[src/rtl/br_pkg.sv]
// Shared PS/2 receiver state encoding, scan-code constants and direction bit map.
package br_pkg;

  typedef enum logic [1:0] {
    RX_IDLE,
    RX_DATA,
    RX_PARITY,
    RX_STOP
  } rx_state_e;

  localparam logic [7:0] SC_EXT   = 8'hE0;
  localparam logic [7:0] SC_BRK   = 8'hF0;
  localparam logic [7:0] SC_UP    = 8'h75;
  localparam logic [7:0] SC_DOWN  = 8'h72;
  localparam logic [7:0] SC_LEFT  = 8'h6B;
  localparam logic [7:0] SC_RIGHT = 8'h74;
  localparam logic [7:0] SC_ENTER = 8'h5A;

  localparam int unsigned DIR_UP    = 0;
  localparam int unsigned DIR_DOWN  = 1;
  localparam int unsigned DIR_LEFT  = 2;
  localparam int unsigned DIR_RIGHT = 3;

  // One-hot direction mask for an extended arrow code, zero for anything else.
  function automatic logic [3:0] arrow_mask(input logic [7:0] code);
    logic [3:0] m;
    m = '0;
    case (code)
      SC_UP:    m[DIR_UP]    = 1'b1;
      SC_DOWN:  m[DIR_DOWN]  = 1'b1;
      SC_LEFT:  m[DIR_LEFT]  = 1'b1;
      SC_RIGHT: m[DIR_RIGHT] = 1'b1;
      default:  m = '0;
    endcase
    return m;
  endfunction

endpackage

[src/rtl/ps2_rx.sv]
// PS/2 frame receiver: input synchronisers, clock glitch filter, framing FSM with timeout.
module ps2_rx
  import br_pkg::*;
#(
  parameter int unsigned FILTER_LEN     = 8,
  parameter int unsigned TIMEOUT_CYCLES = 131072
) (
  input  logic       clk,
  input  logic       clr,
  input  logic       ps2c,
  input  logic       ps2d,
  output logic [7:0] data,
  output logic       good,
  output logic       err
);

  localparam int unsigned TW = $clog2(TIMEOUT_CYCLES);
  localparam logic [TW-1:0] TMAX = TW'(TIMEOUT_CYCLES - 1);

  logic [1:0]            ps2c_sync_q, ps2c_sync_d;
  logic [1:0]            ps2d_sync_q, ps2d_sync_d;
  logic [FILTER_LEN-1:0] filter_q, filter_d;
  logic                  fclk_q, fclk_d;
  logic                  fall;
  logic                  bit_in;
  rx_state_e             state_q, state_d;
  logic [7:0]            shift_q, shift_d;
  logic [2:0]            cnt_q, cnt_d;
  logic                  par_q, par_d;
  logic [TW-1:0]         timer_q, timer_d;

  always_comb begin
    ps2c_sync_d = {ps2c_sync_q[0], ps2c};
    ps2d_sync_d = {ps2d_sync_q[0], ps2d};
    filter_d    = {filter_q[FILTER_LEN-2:0], ps2c_sync_q[1]};
    fclk_d      = fclk_q;
    if (filter_q == '0)
      fclk_d = 1'b0;
    else if (filter_q == '1)
      fclk_d = 1'b1;
  end

  assign fall   = fclk_q & ~fclk_d;
  assign bit_in = ps2d_sync_q[1];
  assign data   = shift_q;

  always_comb begin
    state_d = state_q;
    shift_d = shift_q;
    cnt_d   = cnt_q;
    par_d   = par_q;
    timer_d = fall ? '0 : timer_q + TW'(1);
    good    = 1'b0;
    err     = 1'b0;
    case (state_q)
      RX_IDLE: begin
        timer_d = '0;
        if (fall && !bit_in) begin
          state_d = RX_DATA;
          cnt_d   = '0;
        end
      end
      RX_DATA: if (fall) begin
        shift_d = {bit_in, shift_q[7:1]};
        cnt_d   = cnt_q + 3'd1;
        if (cnt_q == 3'd7)
          state_d = RX_PARITY;
      end
      RX_PARITY: if (fall) begin
        par_d   = bit_in;
        state_d = RX_STOP;
      end
      RX_STOP: if (fall) begin
        state_d = RX_IDLE;
        if ((^{shift_q, par_q}) && bit_in)
          good = 1'b1;
        else
          err = 1'b1;
      end
      default: state_d = RX_IDLE;
    endcase
    // A stalled frame is abandoned only when no edge arrives on the terminal count.
    if (state_q != RX_IDLE && !fall && timer_q == TMAX) begin
      state_d = RX_IDLE;
      timer_d = '0;
      err     = 1'b1;
    end
  end

  always_ff @(posedge clk) begin
    if (clr) begin
      ps2c_sync_q <= '1;
      ps2d_sync_q <= '1;
      filter_q    <= '1;
      fclk_q      <= 1'b1;
      state_q     <= RX_IDLE;
      shift_q     <= '0;
      cnt_q       <= '0;
      par_q       <= 1'b0;
      timer_q     <= '0;
    end else begin
      ps2c_sync_q <= ps2c_sync_d;
      ps2d_sync_q <= ps2d_sync_d;
      filter_q    <= filter_d;
      fclk_q      <= fclk_d;
      state_q     <= state_d;
      shift_q     <= shift_d;
      cnt_q       <= cnt_d;
      par_q       <= par_d;
      timer_q     <= timer_d;
    end
  end

endmodule

[src/rtl/ps2_direction_decoder.sv]
// PS/2 keyboard front end: arrow keys to held direction bits, Enter to a start pulse.
module ps2_direction_decoder
  import br_pkg::*;
#(
  parameter int unsigned FILTER_LEN     = 8,
  parameter int unsigned TIMEOUT_CYCLES = 131072
) (
  input  logic       clk,
  input  logic       clr,
  input  logic       ps2c,
  input  logic       ps2d,
  output logic [3:0] direction,
  output logic       start_key,
  output logic [7:0] key_code,
  output logic       byte_valid,
  output logic       frame_err
);

  logic [7:0] rx_data;
  logic       rx_good;
  logic       rx_err;
  logic [3:0] mask;

  logic [3:0] direction_q, direction_d;
  logic       start_key_q, start_key_d;
  logic [7:0] key_code_q, key_code_d;
  logic       byte_valid_q, byte_valid_d;
  logic       frame_err_q, frame_err_d;
  logic       ext_q, ext_d;
  logic       brk_q, brk_d;

  ps2_rx #(
    .FILTER_LEN    (FILTER_LEN),
    .TIMEOUT_CYCLES(TIMEOUT_CYCLES)
  ) u_rx (
    .clk  (clk),
    .clr  (clr),
    .ps2c (ps2c),
    .ps2d (ps2d),
    .data (rx_data),
    .good (rx_good),
    .err  (rx_err)
  );

  assign mask = arrow_mask(rx_data);

  always_comb begin
    direction_d  = direction_q;
    start_key_d  = 1'b0;
    key_code_d   = key_code_q;
    byte_valid_d = 1'b0;
    frame_err_d  = 1'b0;
    ext_d        = ext_q;
    brk_d        = brk_q;
    if (rx_err) begin
      frame_err_d = 1'b1;
      ext_d       = 1'b0;
      brk_d       = 1'b0;
    end else if (rx_good) begin
      key_code_d   = rx_data;
      byte_valid_d = 1'b1;
      if (rx_data == SC_EXT) begin
        ext_d = 1'b1;
      end else if (rx_data == SC_BRK) begin
        brk_d = 1'b1;
      end else begin
        ext_d = 1'b0;
        brk_d = 1'b0;
        if (ext_q)
          direction_d = brk_q ? (direction_q & ~mask) : (direction_q | mask);
        if (!ext_q && !brk_q && rx_data == SC_ENTER)
          start_key_d = 1'b1;
      end
    end
  end

  always_ff @(posedge clk) begin
    if (clr) begin
      direction_q  <= '0;
      start_key_q  <= 1'b0;
      key_code_q   <= '0;
      byte_valid_q <= 1'b0;
      frame_err_q  <= 1'b0;
      ext_q        <= 1'b0;
      brk_q        <= 1'b0;
    end else begin
      direction_q  <= direction_d;
      start_key_q  <= start_key_d;
      key_code_q   <= key_code_d;
      byte_valid_q <= byte_valid_d;
      frame_err_q  <= frame_err_d;
      ext_q        <= ext_d;
      brk_q        <= brk_d;
    end
  end

  assign direction  = direction_q;
  assign start_key  = start_key_q;
  assign key_code   = key_code_q;
  assign byte_valid = byte_valid_q;
  assign frame_err  = frame_err_q;

endmodule

[config.mk]
export PLATFORM = sky130hd
export DESIGN_NAME = ps2_direction_decoder
export DESIGN_NICKNAME = d
export VERILOG_FILES = /design/src/rtl/br_pkg.sv /design/src/rtl/ps2_rx.sv /design/src/rtl/ps2_direction_decoder.sv
export SDC_FILE = /design/constraint.sdc
export NUM_CORES = 1
export LEC_CHECK = 0
export ABC_AREA = 1
export BUFFER_PORTS_ARGS = -buffer_cell sky130_fd_sc_hd__buf_2
export CAP_MARGIN = 20
export CORE_MARGIN = 10
export CORE_UTILIZATION = 45
export DETAILED_ROUTE_END_ITERATION = 7
export GPL_TIMING_DRIVEN = 0
export PLACE_DENSITY = 0.74
export SYNTH_ARGS = -nofsm -noshare
export SYNTH_HDL_FRONTEND = slang
export SYNTH_HIERARCHICAL = 1
export SYNTH_SLANG_ARGS = --single-unit
[constraint.sdc]
create_clock -name clk -period 5.5 [get_ports clk]
set_clock_uncertainty 0.15 [all_clocks]
set_input_delay 0.55 -clock clk [delete_from_list [all_inputs] [get_ports clk]]
set_output_delay 0.55 -clock clk [all_outputs]
set_load 0.1 [all_outputs]
==> flow_summary_export.csv <==
group,metric,value,unit
route,wl_per_cell,10.5,um
placement,gp_congestion,0.798,
cts,cts_sinks,61,
worst_setup_path,worst_ep_arrival_time,2.79,ns
min_path,hold_class,"in2reg",
route,dr.pass1.iters,4,
floorplan,core,6310,sq um
sta,fin_ws,2.78,ns
placement,hpwlAfterDp,4.06,mm
final_layout,antenna-diode-count,0,
global_route,grt_pass1_vias,2358,
worst_setup_path,crit_chain,"ha_1 > nand2_1 > nor2_1 > nand3_1 > nor2_1 > nand2_1 > nor4_2 > ha_1 > nand3_1 > nand2_1 > inv_1 > nand2_2 > inv_2 > buf_4 > o21ai_0 > a21oi_1",
pwr,p_seq_share,52.3,%
final_layout,drive_gt1_share,20.1,%
cts,clk_latency,0.34,ns
synth,ys_types,34,
synth,synth.top_cell.area_share,41.9,%
synth,netlist_area,2920,sq um
cts,htreeDepth,3,
route,drc,0,
synth,ys.flop_type,"dfxtp_1",
pwr,switching_power,190,uW
cts,cts_setup_buffers,0,
cts,cts_buffer_depth,2,
sta,fin_crit,2.72,ns
synth,yosysSeqAreaShare,41.9,%
sta,slew_viol_final,0,
worst_setup_path,startpoint_type,"flop",
cts,holdBufCountCts,0,
floorplan,die_x,100,um
synth,yosysMostFrequentCell,"nand2_1",
global_route,antenna_found_initial,0,
sta,tns,0,ns
worst_setup_path,path_delay_family,"simple AND/OR/NAND/NOR gates",
pwr,p_clk_share,46.1,%
worst_setup_path,cp_max_fo,10,
synth,yosys-top-cells-count,"72 x nand2_1, 61 x dfxtp_1, 55 x inv_1",
cts,cts-root-buf,"clkbuf_8",
sta,tightest_slew,0.491,ns
pwr,swShare,22.4,%
pwr,power_frac_comb,1.6,%
sta,max_freq,368,MHz
worst_setup_path,crit_slowest_cell,"dfxtp_1",
sta,final-setup-viol-count,0,
worst_setup_path,slowest_delay,0.35,ns
final_layout,areaGrowthSynthToFinish,13.2,%
sta,rsz0062_at_grt,"no",
global_route,grt_pass1_wl,9.75,mm
placement,placement.io_buffers,18,
floorplan,die_h,100,um
synth,postSynthCellCount,394,
route,routed_via_density,4.79,
floorplan,rows,29,
synth,synth_nets,407,
cts,cts_tree,"done",
floorplan,dieArea,10100,sq um
cts,path_clk_slew,0.07,ns
synth,async_flop_share,0,%
sta,hold_viol,0,
pwr,ir_drop,0.000211,V
worst_setup_path,cp_common_cell,"nand2_1",
min_path,hold_path.startpoint,"ps2d",
worst_setup_path,critPathCaptureType,"flop",
cts,cts.repair.resized,0,
worst_setup_path,crit_path_start,"u_rx/timer_q[0]",
floorplan,start_util,46.2,%
placement,place_ws,2.80,ns
synth,yosysTopAreaCell,"dfxtp_1",
route,via_count,2417,
sta,min_period_over_period,49.4,%
sta,slew_headroom,67.5,%
global_route,grt_start_max_net_pins,13,
worst_setup_path,crit_buf_inv,3,
cts,cts_buffers,9,
route,routed_wl,5.31,mm
synth,syn_area_per_cell,7.40,sq um
synth,synth_area_leaders,"dfxtp_1 42%, nand2_1 9.3%, inv_1 7.1%",
route,ant_nets,0,
final_layout,layout.nets,436,
global_route,overflow,0,
worst_setup_path,worst-setup-path-type,"reg2reg",
pwr,powerDensity,257,nW/um^2
global_route,grt_usage,11.5,%
pwr,internal_power,659,uW
synth,synth-seq-cells,61,
flow_run,drv_cap,0,
worst_setup_path,worstReg2RegStart,"u_rx/timer_q[0]",
synth,synth_edf_count,0,
route,drt-initial-drc-count,80,
status,status,"finished clean",
worst_setup_path,cp.required,5.57,ns
pwr,p_leak,0.00141,uW
floorplan,io_pins,19,
synth,yosysWarnings,6,
==> state kept, by name, summed over array words and instances, names as in the netlist, named ones only <==
register          cells
brk_q                 1
byte_valid            1
ext_q                 1
frame_err             1
key_code              8
start_key             1
u_rx/cnt_q            3
u_rx/data             8
u_rx/fclk_q           1
u_rx/filter_q         8
u_rx/par_q            1
u_rx/ps2c_sync_q      2
u_rx/ps2d_sync_q      2
u_rx/state_q          2
u_rx/timer_q         17
==> through the flow <==
step	power (uW)	hold slack, ns	instances	cell area (sq um)	utilization, %
6_report	849	0.245	505	3300	52.3
5_1_grt	881	0.224	505	3300	52.3
4_1_cts	862	0.229	505	3300	52.3
3_5_place_dp	468	0.254	489	3100	49.1
3_3_place_gp	467	0.251	489	3100	49.1
2_1_floorplan	463	0.239	394	2920	-
==> cells in the final DEF (no fill, tap or decap), drive strengths merged <==
cell type | netlist | final
nor3b | 2 | 2
nor4 | 2 | 2
ha | 9 | 9
nand3 | 28 | 28
o21ai | 20 | 20
nor3 | 4 | 4
dfxtp | 61 | 61
or2 | 11 | 11
nand2 | 82 | 82
a21oi | 25 | 25
a31oi | 1 | 1
xnor2 | 1 | 1
xor2 | 5 | 5
nor2 | 64 | 64
inv | 65 | 66
nand4 | 7 | 7
clkinv | 1 | 6
bufinv | 0 | 1
clkbuf | 2 | 11
buf | 4 | 22
==> layout make-up <==
cell class	count	area [sq um]
Buffer	6	37.5
Clock buffer	9	124
Clock inverter	7	75.1
Fill cell	622	3010
Inverter	66	248
Multi-Input combinational cell	261	1410
Sequential cell	61	1220
Tap cell	77	96.3
Timing Repair Buffer	18	90.1
==> path summary, 6_finish.rpt <==
kind,endpoint,slack (ns),cells past startpoint
worst max register to register,key_code[5],2.78,16
worst min-delay path,u_rx/ps2d_sync_q[0],0.24,2
worst min register to register,u_rx/filter_q[0],0.27,1
worst max-delay path,key_code[5],2.78,16
==> power groups by stage <==
stage               clock network (uW)  logic (uW)  registers [uW]
finish                             392        13.5             444
floorplan                            0        9.29             454
global placement                     0        13.2             454
global route                       421        15.6             444
detailed placement                   0        13.3             454
CTS                                404        13.4             444
==> logic make-up after synthesis <==
family                   Yosys count  synth area share (%)
AO/OA/AOI/OAI                     46                  8.33
XOR/XNOR                           6                  1.80
adder cells (fa/ha/maj)            9                  3.86
buffers and inverters             72                  9.79
flip-flops                        61                  41.9
AND/OR/NAND/NOR                  200                  34.3
==> per-layer routing <==
| layer | share of wire, % | wire, um | vias up | track usage (%) |
|---|---|---|---|---|
| met2 | 47 | 2510 | 34 | 19.7 |
| met1 | 47 | 2490 | 1091 | 12.7 |
| met4 | 0.28 | 15 | 0 | 2.93 |
| met5 | 0 | 0 | - | 0 |
| met3 | 5.5 | 293 | 2 | 5.21 |
| li1 | - | - | 1290 | - |
(Power assumes the default switching activity.)
